`src/rtl/rr_decode_arbiter_if.sv`:
```
// ----------------------------------------------------------------
// rr_decode_arbiter_if: request/grant bundle between agents and arbiter
// Rev 1.0
// ----------------------------------------------------------------
`default_nettype none

interface rr_decode_arbiter_if;
  logic        en;
  logic [15:0] req;
  logic        done;
  logic [15:0] gnt;
  logic [3:0]  gnt_idx;
  logic        gnt_vld;
  logic        tmo;

  modport master (
    output en, req, done,
    input  gnt, gnt_idx, gnt_vld, tmo
  );

  modport slave (
    input  en, req, done,
    output gnt, gnt_idx, gnt_vld, tmo
  );
endinterface

`default_nettype wire

```
`src/rtl/rr_decode_arbiter.sv`:
```
// ----------------------------------------------------------------
// rr_decode_arbiter: 16-way round-robin arbiter, index + one-hot grant
// Rev 1.0
// ----------------------------------------------------------------
`default_nettype none

module rr_decode_arbiter #(
  parameter int unsigned TIMEOUT = 8
) (
  input  wire logic          clk,
  input  wire logic          rst_n,
  rr_decode_arbiter_if.slave bus
);

  typedef enum logic [1:0] {
    ST_IDLE    = 2'd0,
    ST_GRANT   = 2'd1,
    ST_RELEASE = 2'd2
  } state_t;

  localparam bit         TMO_EN   = (TIMEOUT != 0);
  localparam logic [7:0] TMO_LAST = TMO_EN ? 8'(TIMEOUT - 1) : 8'd0;

  state_t      state_q, state_d;
  logic [3:0]  ptr_q, ptr_d;
  logic [7:0]  cnt_q, cnt_d;
  logic [3:0]  gnt_idx_q, gnt_idx_d;
  logic        gnt_vld_q, gnt_vld_d;
  logic [15:0] gnt_q, gnt_d;
  logic        tmo_q, tmo_d;

  logic        win_found;
  logic [3:0]  win_idx;
  logic [3:0]  cand;

  logic        rel_done;
  logic        rel_wd;
  logic        rel_tmo;

  // Scan requests starting at the pointer, wrapping 15 -> 0.
  always_comb begin
    win_found = 1'b0;
    win_idx   = ptr_q;
    cand      = ptr_q;
    for (int i = 0; i < 16; i++) begin
      cand = ptr_q + 4'(i);
      if (!win_found && bus.req[cand]) begin
        win_found = 1'b1;
        win_idx   = cand;
      end
    end
  end

  assign rel_done = bus.done;
  assign rel_wd   = !bus.req[gnt_idx_q];
  assign rel_tmo  = TMO_EN && (cnt_q == TMO_LAST);

  always_comb begin
    state_d   = state_q;
    ptr_d     = ptr_q;
    cnt_d     = cnt_q;
    gnt_idx_d = gnt_idx_q;
    gnt_vld_d = gnt_vld_q;
    tmo_d     = 1'b0;

    case (state_q)
      ST_IDLE: begin
        if (bus.en && win_found) begin
          gnt_idx_d = win_idx;
          gnt_vld_d = 1'b1;
          cnt_d     = 8'd0;
          state_d   = ST_GRANT;
        end
      end

      ST_GRANT: begin
        if (rel_done || rel_wd || rel_tmo) begin
          gnt_vld_d = 1'b0;
          ptr_d     = gnt_idx_q + 4'd1;
          state_d   = ST_RELEASE;
          // tmo flags only releases forced purely by the grant-length limit
          tmo_d     = rel_tmo && !rel_done && !rel_wd;
        end else if (cnt_q != 8'hFF) begin
          cnt_d = cnt_q + 8'd1;
        end
      end

      ST_RELEASE: begin
        state_d = ST_IDLE;
      end

      default: begin
        state_d   = ST_IDLE;
        gnt_vld_d = 1'b0;
      end
    endcase

    gnt_d = gnt_vld_d ? (16'h0001 << gnt_idx_d) : 16'h0000;
  end

  always_ff @(posedge clk) begin
    if (!rst_n) begin
      state_q   <= ST_IDLE;
      ptr_q     <= 4'd0;
      cnt_q     <= 8'd0;
      gnt_idx_q <= 4'd0;
      gnt_vld_q <= 1'b0;
      gnt_q     <= 16'h0000;
      tmo_q     <= 1'b0;
    end else begin
      state_q   <= state_d;
      ptr_q     <= ptr_d;
      cnt_q     <= cnt_d;
      gnt_idx_q <= gnt_idx_d;
      gnt_vld_q <= gnt_vld_d;
      gnt_q     <= gnt_d;
      tmo_q     <= tmo_d;
    end
  end

  assign bus.gnt     = gnt_q;
  assign bus.gnt_idx = gnt_idx_q;
  assign bus.gnt_vld = gnt_vld_q;
  assign bus.tmo     = tmo_q;

endmodule

`default_nettype wire
```
`src/flat_wrapper.sv`:
```
// flat-port wrapper written by rule: the top's interface ports become plain ports
module rr_decode_arbiter_flat 
#(
  parameter int unsigned TIMEOUT = 8
)
  (clk, rst_n, bus_en, bus_req, bus_done, bus_gnt, bus_gnt_idx, bus_gnt_vld, bus_tmo);
  rr_decode_arbiter_if bus_i ();
  input  wire logic clk;
  input  wire logic rst_n;
  input wire logic [$bits(bus_i.en)-1:0] bus_en;
  input wire logic [$bits(bus_i.req)-1:0] bus_req;
  input wire logic [$bits(bus_i.done)-1:0] bus_done;
  output wire logic [$bits(bus_i.gnt)-1:0] bus_gnt;
  output wire logic [$bits(bus_i.gnt_idx)-1:0] bus_gnt_idx;
  output wire logic [$bits(bus_i.gnt_vld)-1:0] bus_gnt_vld;
  output wire logic [$bits(bus_i.tmo)-1:0] bus_tmo;
  assign bus_i.en = bus_en;
  assign bus_i.req = bus_req;
  assign bus_i.done = bus_done;
  assign bus_gnt = bus_i.gnt;
  assign bus_gnt_idx = bus_i.gnt_idx;
  assign bus_gnt_vld = bus_i.gnt_vld;
  assign bus_tmo = bus_i.tmo;
  rr_decode_arbiter #(.TIMEOUT(TIMEOUT)) u_core (.clk(clk), .rst_n(rst_n), .bus(bus_i));
endmodule
```
`config.mk`:
```
export PLATFORM = sky130hd
export DESIGN_NAME = rr_decode_arbiter_flat
export DESIGN_NICKNAME = d
export VERILOG_FILES = /design/src/rtl/rr_decode_arbiter_if.sv /design/src/rtl/rr_decode_arbiter.sv /design/src/flat_wrapper.sv
export SDC_FILE = /design/constraint.sdc
export NUM_CORES = 1
export LEC_CHECK = 0
export ABC_AREA = 1
export CAP_MARGIN = 20
export CORE_ASPECT_RATIO = 1.1
export CORE_MARGIN = 8
export CORE_UTILIZATION = 30
export CTS_CLUSTER_DIAMETER = 30
export DETAILED_ROUTE_END_ITERATION = 7
export PLACE_DENSITY = 0.56
export SKIP_CTS_REPAIR_TIMING = 1
export SLEW_MARGIN = 20
export SYNTH_ARGS = -nofsm -noshare
export SYNTH_HDL_FRONTEND = slang
export SYNTH_SLANG_ARGS = --single-unit
```
`constraint.sdc`:
```
create_clock -name clk -period 10.55 [get_ports clk]
set_input_delay 1.055 -clock clk [delete_from_list [all_inputs] [get_ports clk]]
set_output_delay 1.055 -clock clk [all_outputs]
set_load 0.05 [all_outputs]
```
* Word level (Yosys, flattened, before mapping)
Index checks and enable logic that the tools add are counted.
Word-level totals: register bits after elaboration 36, output and inout port bits 22, word-level logic and storage cells 171
Operators by class: $add $sub $neg 17, $lt $le $gt $ge 17, eq/ne operators 8, shifts and indexed selects 1, mux-type cells 77, reductions and logical operators 44
Operator list (count):
- $lt A4 B5 Y1 const B | 17
- $bmux W1 S4 | 17
- $mux W4 | 17
- $mux W1 | 35
- $add A4 B4 Y4 const B | 8
- $mux W8 | 3
- $logic_and A1 B1 Y1 | 18
- $logic_not A1 Y1 | 17
- $add A4 B3 Y4 const B | 4
- $pmux W8 S2 | 1
- $shl A1 B4 Y16 const A | 1
- $add A4 B1 Y4 const B | 2
- $add A4 B2 Y4 const B | 2
- $add A8 B1 Y8 const B | 1
- $eq A8 B3 Y1 const B | 1
- $ne A8 B8 Y1 const B | 1
- $ne A2 B1 Y1 const B | 3
- $reduce_and A2 Y1 | 3
- $mux W2 | 2
- $pmux W2 S2 | 1
- $reduce_and A4 Y1 | 1
- $pmux W1 S3 | 1
- $reduce_and A3 Y1 | 1
- $eq A2 B1 Y1 const B | 1
- 5 further kinds | 6

* Depth between registers and ports, before layout
depth in word-level cells 52, mapped depth 35, depth with buffers taken out 34

* Worst setup path after synthesis
OpenSTA, ideal clock, no wires.
path type register to register, start reg u_core.ptr_q[1], end reg u_core.gnt_q[0], in the netlist u_core.bus.gnt[0], arrival time 3.412 ns, required time 10.430 ns, setup slack 7.018 ns, cell stages (with the launch flop) 27, period minus slack after synthesis 3.532 ns, cells stage by stage dfxtp_1 inv_1 buf_2 ha_1 clkbuf_1 nand3_1 nand3_1 nand3_1 nand2_2 nand3_2 nor2_2 nand2_1 nor2_4 nand2_2 nor3_4 nand3_2 nor2_4 nand2_2 nor2_4 nand3_2 nand3_2 buf_6 a41oi_1 nand2_1 nand2_1 nand2_1 nor2_1
On the way: word-level cells in the longest chain between the ends 52, elaborated cells on any way between the ends 115, those cells by class add/sub (15); shift (1); mux (67); reduce/logical (32)
Ends and longest elaborated chain:
- start: declaration | line rr_decode_arbiter.sv:25 | logic [3:0] ptr_q, ptr_d;
- start signal: assignment | line rr_decode_arbiter.sv:112 | ptr_q <= ptr_d;
- branches (longest 52 deep; another with $add A4 B1 Y4)
- end signal: assignment | line rr_decode_arbiter.sv:116 | gnt_q <= gnt_d;
- end: declaration | line rr_decode_arbiter.sv:29 | logic [15:0] gnt_q, gnt_d;
Several ways; the timed one is not identified. The select of a mux whose other input is x is not followed. A chain may end at the register's enable or synchronous reset.

* Final worst setup path
start reg u_core.ptr_q[0], end reg u_core.gnt_q[13], in the netlist u_core.bus.gnt[13]
Same word-level chain as after synthesis.

==> results.md <==
- Outcome: completed
- XOR/XNOR Fraction of Synth Area: 4.789%
- Post-Syn Area per Cell: 5.883 um2
- Largest family of logic cells by synthesized area: simple AND/OR/NAND/NOR gates
- Largest net degree at the start of global routing: 24
- Reg2Reg Setup Slack: about 5.5 ns
- Clk pin slew, worst setup/hold paths: roughly 0.060 ns
- Final WL: between 10000 and 15000 um
- Gr usage total: 15.59%
- Fraction of layout cells with a size suffix above 1: ~7.6%
- Crit end category: flip-flop
- DRC viols: 0
- Total gr overflow: 0
- Max Freq: 199.7 MHz
- Cell Area, Synth: 3318 um2
- Final period utilization: a little under half
- Num CTS Buffers: 5
- Cell area after layout: about 4000 um2
- Via count: around 3700
- DP Wirelength: 8828 um
- Die area: 14690 um2
- Clk_lat worst skew: 0.29 ns
- Req. time, crit path: about 11 ns
- Synth Area in Compound Gates: around 11%
- Antenna-violating nets left: 0
- Area contributors post-synth: dfxtp_1, nand2_1, nand3_1
- Slew Limit Fails: 0
- Hold Fails Final Rpt: 0
- Synthesized flop and latch total: 36
- Starting DRT DRC Count: 243
- Top FF cell, synth: dfxtp_1
- Skew final: 0.003259 ns
- Maximum VDD drop: 0.0001059 V
- Placed instance area: 3836 um2
- First-pass GRT wire length: between 15000 and 20000 um
- Rel. slew slack: between 40% and 50%
- Clock buffer depth: 2
- Die Y: 126.3 um
- Setup TNS: 0 ns
- Cell taking the most area after synthesis: dfxtp_1
- Vias in the first global route: 3637
- Via density: 5.004
- Hold crit path type: reg2reg
- Setup CP Type: reg2reg
- Worst hold path endpoint: u_core.cnt_q[2]
- Diodes inserted: 0
- Fraction of registers with async set/reset: 0%
- Post-Synth Simple-Gate Area: 47.85%
- Pwr dens: 181.5 nW/um2
- First drt pass iteration count: 5
- CTS tree: done
- Unrepaired setup endpoints after global routing: no
- # IOs: 42
- End of the worst register-to-register path: u_core.bus.gnt[13]
- H-Tree Depth: 2
- Cell Rows: 40
- R2r startpoint: u_core.ptr_q[0]
- Area Overhead vs Synth: 19.95%
- R2R depth: 25
- Setup violators final: 0
- Sequential area share after synthesis: ~22%
- Post-layout min period: 5.008 ns
- Synth top area share: 21.72%
- Worst setup SP type: flip-flop
- Clock Tree Root: clkbuf_16
- Synth Instances: about 560
- Hold wc startpoint: u_core.cnt_q[2]
- # nets final: 630
- Post-Syn Nets: around 600
- PortBufs: 41
- Pleak: around 0.0018 uW
- Syn. warnings: 0
- Drt wl/cell: between 15 and 20 um
- Initial antenna violation count: 0
- Hold path depth: 2
- Fraction of the mapped netlist area in adder cells: under 10%
- Pre-CTS WS: 5.606 ns
- Core Region: about 11000 um2
- Number of distinct library cells after synthesis: 38
- Initial Util: 30.55%
- Worst-margin pin slew: 0.8742 ns
- Die X-Extent: 116.3 um
- PnR worst setup slack: 5.542 ns
- Critical path fanouts, max: 23
- Routability cong.: 0.9198
- Post-synth EDFFs: 0
- Multiplexer share of the synthesized area: 0%
- Worst endpoint data arrival time: 5.22 ns
- # clock sinks: 36
- MaxCap Viol Count: 0
cells by family after synthesis:
logic type | Yosys count
AOI/OAI and AO/OA | 66
xor gates and xnor gates | 13
adders and majority gates | 9
and+or+nand+nor | 353
buffers and inverters | 87
DFF | 36
worst max path at each step:
stage / start / endpoint / slack [ns] / cells after the start
5_1_grt: u_core.ptr_q[0] / u_core.bus.gnt[0] / 5.10 / 31
3_3_place_gp: u_core.ptr_q[0] / u_core.bus.gnt[12] / 5.70 / 27
2_1_floorplan: u_core.ptr_q[1] / u_core.bus.gnt[0] / 7.02 / 26
4_1_cts: u_core.ptr_q[0] / u_core.bus.gnt[13] / 5.59 / 25
3_5_place_dp: u_core.ptr_q[0] / u_core.bus.gnt[13] / 5.61 / 25
6_report: u_core.ptr_q[0] / u_core.bus.gnt[13] / 5.54 / 25
power breakdown:
part,internal (uW),total [uW],switching [uW]
clock network,86.9,146,59.1
registers,146,163,17.3
logic,126,413,288
total,358,722,364
state kept, by name, indices dropped and copies added (netlist names):
signal and cells:
u_core.bus.gnt 16, u_core.cnt_q 8, u_core.bus.gnt_idx 4, u_core.state_q 2
u_core.ptr_q 4, u_core.bus.tmo 1, u_core.bus.gnt_vld 1
per-stage QoR:
stage	util (%)	hold WS (ns)	instances	total power [uW]
final	36.65	0.4829	749	722.2
after global routing	36.65	0.5164	749	785.0
after CTS	36.65	0.4864	749	722.0
after detailed placement	35.32	0.4767	741	573.6
after global placement	35.32	0.4703	741	573.5
after floorplan	-	0.4492	564	471.1
synth_stat cells, types with 8 or more instances:
library cell,n
nand2_2,10
o21ai_0,34
inv_1,65
nand3_1,102
nor2_1,48
inv_2,8
ha_1,9
xor2_1,10
a21oi_1,20
nand2_1,167
dfxtp_1,36
cell usage in the layout, fill, tap and decap left out, drive strengths merged:
cell	synthesis	final
nand2	177	177
nand3	107	107
inv	73	73
nor2	54	54
clkdlybuf4s50	0	41
dfxtp	36	36
o21ai	36	36
a21oi	21	21
xor2	13	13
ha	9	9
nand4	5	5
clkbuf	3	5
clkinv	2	5
nor3	4	4
o221ai	3	3
nor3b	2	2
nand3b	2	2
a21o	1	1
o21a	1	1
o22ai	1	1
o211ai	1	1
a311oi	1	1
or2	1	1
a41oi	1	1
nor4	1	1
buf	9	1
layer usage:
metal  vias up  part of all wire [%]  wire length, um  global-route usage (%)
li1       1905                     -                -                       -
met1      1696                    46             5119                   19.67
met2       128                    45             5107                   25.05
met3        19                   6.0              671                   2.421
met4         0                   3.0              342                   7.716
met5         -                     0                0                       0
worst max-delay path, stage by stage (launching register included):
cell	delay (ns)
dfxtp_1	0.89
inv_2	0.36
ha_1	0.57
inv_1	0.38
nand3_1	0.19
nand3_1	0.14
nand3_1	0.10
nand2_2	0.12
nand3_2	0.08
nor2_2	0.12
nand2_1	0.10
nor2_4	0.11
nand2_2	0.08
nor3_4	0.18
nand3_2	0.14
nor2_4	0.14
nand2_2	0.07
nor2_4	0.16
nand3_2	0.13
inv_1	0.14
a21oi_1	0.07
nand2_1	0.12
nand2_2	0.09
a21oi_1	0.21
nand3_1	0.13
nor2_1	0.12
area by class of cell:
class                   instances  area, um2
well taps                     147      183.9
inverters                      75      281.5
clock inverters                 3      18.77
repair buffers                 42      417.9
flip-flops and latches         36      720.7
fillers                      1195       6880
clock buffers                   5      125.1
multi-input cells             441       2232
Note: power is estimated with default switching activity, not from simulation.
==> variant 1, RTL diff (same settings) <==
Re-encode `state_t` (3 states) as one-hot, 3 bits wide.
--- a/src/rtl/rr_decode_arbiter.sv
+++ b/src/rtl/rr_decode_arbiter.sv
@@ -12,10 +12,10 @@
   rr_decode_arbiter_if.slave bus
 );
 
-  typedef enum logic [1:0] {
-    ST_IDLE    = 2'd0,
-    ST_GRANT   = 2'd1,
-    ST_RELEASE = 2'd2
+  typedef enum logic [2:0] {
+    ST_IDLE    = 3'b001,
+    ST_GRANT   = 3'b010,
+    ST_RELEASE = 3'b100
   } state_t;
 
   localparam bit         TMO_EN   = (TIMEOUT != 0);
Function: same outputs for any inputs over 10 cycles, from zero or initial values and one cycle with rst_n low; not proved beyond that.
==> variant 1 against the unedited design <==
Setup slack gained 83 ps. Critical path depth shrank 2. Sequential cell count grew 1. Area after synthesis grew 8.6%. Clock power grew 36%. Die area grew 7.4%. Total power shrank 20%. Sequential power shrank 4%. Wire length grew 7.2%. Combinational power shrank 46%. Final area grew 8.0%. Clock skew grew 1.9 ps. Global-route usage grew 0.22 points. Worst hold slack gained 16 ps.
==> variant 1: results (changes against the unedited design) <==
Outcome
  – Status: finished, final reports clean

Timing
  – Fin Clk Skew: 5.121 ps (+1.862 ps)
  – Rel. slew slack: 51.02% (+9.4 points)
  – Crit path time final: 4926 ps (-82.90 ps)
  – Worst Hold Margin: 499.1 ps (+16.15 ps)

Finish
  – Comb_multi_in: 479 (+8.6%)
  – Clock-cell share: 4.511% (+0.90 points)
  – Fillcell total: 1316 (+10%)
  – Multi-input combinational area share: 58.50% (+2.4 points)
  – Share of layout cells above drive strength 1: 9.221% (+1.6 points)
  – Non-clk invs: 63 (-16%)
  – Seq area share: 17.23% (-0.88 points)
  – Nets: 657 (+4.3%)
  – NonClk Buf Share: 9.721% (-0.78 points)
  – Multi-input gate area: 2515 um2 (+13%)
  – FFs & Latches: 37 (+2.8%)

Detailed routing
  – M1 WL: 5500 um (+7.4%)
  – First DRT Iteration DRCs: 308 (+27%)
  – Avg Vias per Cell: 5.001 (about the same)
  – Routed len/inst: 15.39 um (+2.6%)
  – WL final: 12050 um (+7.2%)
  – Metal2 WL: 5728 um (+12%)
  – Routed met3 length: 627 um (-6.6%)

Synth
  – Top post-synthesis cells by area: dfxtp_1 (21%), nand2_1 (18%), nand3_1 (15%)
  – Seq/Total Area, Yosys: 20.56% (-1.2 points)
  – Yosys cell types: 45 (+18%)
  – Mapped Avg Cell Area: 6.087 um2 (+3.5%)
  – Top_reg_cell synth: dfxtp_1
  – Post-Syn Nets: 621 (+4.7%)
  – Post-synth top cells: nand2_1 (171), nand3_1 (105), nor2_1 (62), inv_1 (57), dfxtp_1 (37)

Global route
  – Met2 global-route usage: 27.31% (+2.3 points)
  – Number of global-route vias before repair: 3865 (+6.3%)
  – Met3 usage: 2.793% (+0.37 points)
  – GR Layer Usage met1: 19.56% (-0.12 points)
  – Total track usage: 15.81% (+0.22 points)
  – First-pass GRT wire length: 19790 um (+9.6%)
  – Largest net degree at the start of global routing: 31 (+29%)
  – Initial antenna violation count: 0 (unchanged)

Placement
  – Post-detail-place hpwl: 9660 um (+9.4%)
  – RD Place Congestion: 0.8577 (-6.8%)
  – Dpl cells: 775 (+4.6%)
  – DP Area: 4105 um2 (+7.0%)
  – Worst slack at placement: 5766 ps (+160.3 ps)

Min path
  – Min-delay src: u_core.cnt_q[1]$_SDFFE_PN0P_
  – WHS Endpoint: u_core.cnt_q[1]$_SDFFE_PN0P_

Worst setup path
  – R2R cell count: 23 (-8.0%)
  – Register-to-Register Setup Slack: 5620 ps (+80 ps)
  – Critical path peak fanout: 15 (-35%)
  – WP data arrival: 5150 ps (-70 ps)
  – Critical path's largest stage delay: 710 ps (-180 ps)
  – R2R Path End: u_core.bus.gnt[14]$_SDFF_PN0_
  – Reg2reg start: u_core.ptr_q[1]$_SDFFE_PN0P_

Power
  – Pwr Total: 0.5756 mW (-20%)
  – Worst VDD drop: 0.1142 mV (+7.9%)
  – Logic power comb: 0.222 mW (-46%)
  – Static Leak: 1.899 nW (+3.5%)
  – Sw power: 0.2253 mW (-38%)
  – Flop pwr share: 27.1% (+4.5 points)
-- variant 1: changes by cell type in the layout (fill, tap and decap cells not counted), sizes merged, moves of 3 or more --
cell,unedited run,this run
nor2,54,68
clkinv,5,2
nand2,177,187
o21ai,36,28
xnor2,0,3
o21a,1,4
a21oi,21,24
inv,73,62
nand3,107,112
nand4,5,11
-- variant 1: worst reg2reg max path: stages, from the launching register on --
cell     delay, ps
dfxtp_1        710
inv_1          450
ha_1           580
inv_1          440
nand3_1        210
nand3_1        160
nand3_1        110
nand2_2        130
nand3_4        110
nor2_8         150
nand4_4        130
nor2_4         180
nand3_2        120
nor2_4         160
nand2_2        110
nor2_8         160
nand2_2        120
o21ai_1        160
inv_1           50
nand2_1         70
nand2_1         80
a21oi_2        220
nand3_1        140
nor2_1         110
-- variant 1: kinds of logic after synthesis --
group	count (synthesis)	synth area share (%)
AOI/OAI and AO/OA	66	10.83
xor gates and xnor gates	15	5.000
adders and majority gates	9	3.125
buffers and inverters	76	9.653
DFF	37	20.56
and+or+nand+nor	389	50.83
==> variant 2, RTL diff (same settings) <==
Without the edit above. `TIMEOUT` is set to 8 in 2 places; all go to 7.
--- a/src/rtl/rr_decode_arbiter.sv
+++ b/src/rtl/rr_decode_arbiter.sv
@@ -5,7 +5,7 @@
 `default_nettype none
 
 module rr_decode_arbiter #(
-  parameter int unsigned TIMEOUT = 8
+  parameter int unsigned TIMEOUT = 7
 ) (
   input  wire logic          clk,
   input  wire logic          rst_n,
--- a/src/flat_wrapper.sv
+++ b/src/flat_wrapper.sv
@@ -1,7 +1,7 @@
 // flat-port wrapper written by rule: the top's interface ports become plain ports
 module rr_decode_arbiter_flat 
 #(
-  parameter int unsigned TIMEOUT = 8
+  parameter int unsigned TIMEOUT = 7
 )
   (clk, rst_n, bus_en, bus_req, bus_done, bus_gnt, bus_gnt_idx, bus_gnt_vld, bus_tmo);
   rr_decode_arbiter_if bus_i ();
Formal check against the unedited RTL: not equivalent (Yosys sat finds a counterexample within 10 cycles, from zero or initial values and one cycle with rst_n low).
==> variant 2 against the unedited design <==
Count of clock-buffer cells in the layout rose by 2. Worst hold slack improved by 27 ps. Wire length fell by 1.3%. Combinational power fell by 1%. Sequential cell count did not move. Largest power group unchanged. Clock skew barely moved. Total power rose by 0.50%. Setup slack got worse by 24 ps. Final area fell by 1.4%. Area after synthesis fell by 1.8%.
==> variant 2: results (changes against the unedited design) <==
Placement
  – Dpl cells: 733 (-1.1%)
  – Post-detail-place hpwl: 8838 um (+0.11%)
  – RD Place Congestion: 0.9262 (+0.70%)
  – DP Area: 3776 um2 (-1.6%)
  – Worst slack at placement: 5568 ps (-37.67 ps)

Synth
  – Area share of fa/ha/maj cells after synthesis: 3.839% (+0.45 points)
  – Yosys cell types: 37 (-2.6%)
  – Seq/Total Area, Yosys: 22.11% (+0.39 points)
  – Mux share of post-synthesis cell area: 0% (unchanged)
  – XOR/XNOR Fraction of Synth Area: 4.722% (-0.067 points)
  – Top post-synthesis cells by area: dfxtp_1 (22%), nand2_1 (19%), nand3_1 (16%)
  – Mapped Avg Cell Area: 5.852 um2 (-0.54%)
  – Post-Syn Nets: 587 (-1.0%)
  – Post-synth top cells: nand2_1 (165), nand3_1 (103), inv_1 (57), nor2_1 (54), dfxtp_1 (36)
  – Compound-Gate Fraction of Synth Area: 11.09% (-0.14 points)

Power
  – Flop pwr share: 23.0% (+0.4 points)
  – Comb power frac: 56.0% (-1.2 points)
  – Switching share of total power: 50.09% (-0.31 points)
  – Worst VDD drop: 0.1046 mV (-1.2%)

Clock network
  – Worst skew pair latency: 280 ps

Detailed routing
  – Routed len/inst: 14.97 um (-0.26%)
  – First DRT Iteration DRCs: 219 (-9.9%)
  – Avg Vias per Cell: 5.049 (+0.89%)
  – WL final: 11090 um (-1.3%)

Timing
  – Fin Clk Skew: 3.515 ps (+0.2563 ps)
  – Rel. slew slack: 43.18% (+1.5 points)

Outcome
  – Status: finished, final reports clean

Finish
  – Share of layout cells above drive strength 1: 6.229% (-1.4 points)
  – Nets: 623 (-1.1%)

Global route
  – Number of global-route vias before repair: 3572 (-1.8%)
  – First-pass GRT wire length: 17730 um (-1.8%)

Worst setup path
  – Crit path max-delay cell type: dfxtp_1
  – Critical path's largest stage delay: 870 ps (-20 ps)
==> variant 2: changes by cell type after synthesis, sizes merged, moves of 3 or more <==
cell / before / now
inv: 73 / 68
a21oi: 21 / 16
nand2: 177 / 170
o21ai: 36 / 33
==> variant 2: worst max-delay path, delay by kind of cell, from the launching register on <==
| kind | cells | cell delay, ps |
|---|---|---|
| AOI/OAI and AO/OA | 2 | 310 |
| adders and majority gates | 1 | 560 |
| and+or+nand+nor | 16 | 2200 |
| buffers and inverters | 5 | 960 |
| DFF | 1 | 870 |
==> variant 2: layout make-up <==
type	count	area (um2)
Clock inverter	1	7.507
Multi-Input combinational cell	439	2198
Sequential cell	36	720.7
Tap cell	147	183.9
Fill cell	1194	6834
Inverter	70	262.8
Clock buffer	7	142.6
Timing Repair Buffer	41	410.4
==> variant 2: routing by layer <==
layer / global-route usage [%] / up-vias / part of all wire [%] / wire, um
li1: - / 1894 / - / -
met4: 6.192 / 0 / 2.7 / 295
met3: 3.611 / 22 / 6.8 / 752
met1: 18.54 / 1722 / 44 / 4854
met5: 0 / - / 0 / 0
met2: 25.41 / 103 / 47 / 5188
==> variant 2: worst paths after layout <==
kind / from / endpoint / slack (ps) / cells after the start
setup / recovery: u_core.ptr_q[0]$_SDFFE_PN0P_ / u_core.bus.gnt[5]$_SDFF_PP0_ / 5520 / 24
hold / removal: u_core.cnt_q[2]$_SDFFE_PN0P_ / u_core.cnt_q[2]$_SDFFE_PN0P_ / 510 / 2
setup reg to reg: u_core.ptr_q[0]$_SDFFE_PN0P_ / u_core.bus.gnt[5]$_SDFF_PP0_ / 5520 / 24
hold reg to reg: u_core.cnt_q[2]$_SDFFE_PN0P_ / u_core.cnt_q[2]$_SDFFE_PN0P_ / 510 / 2
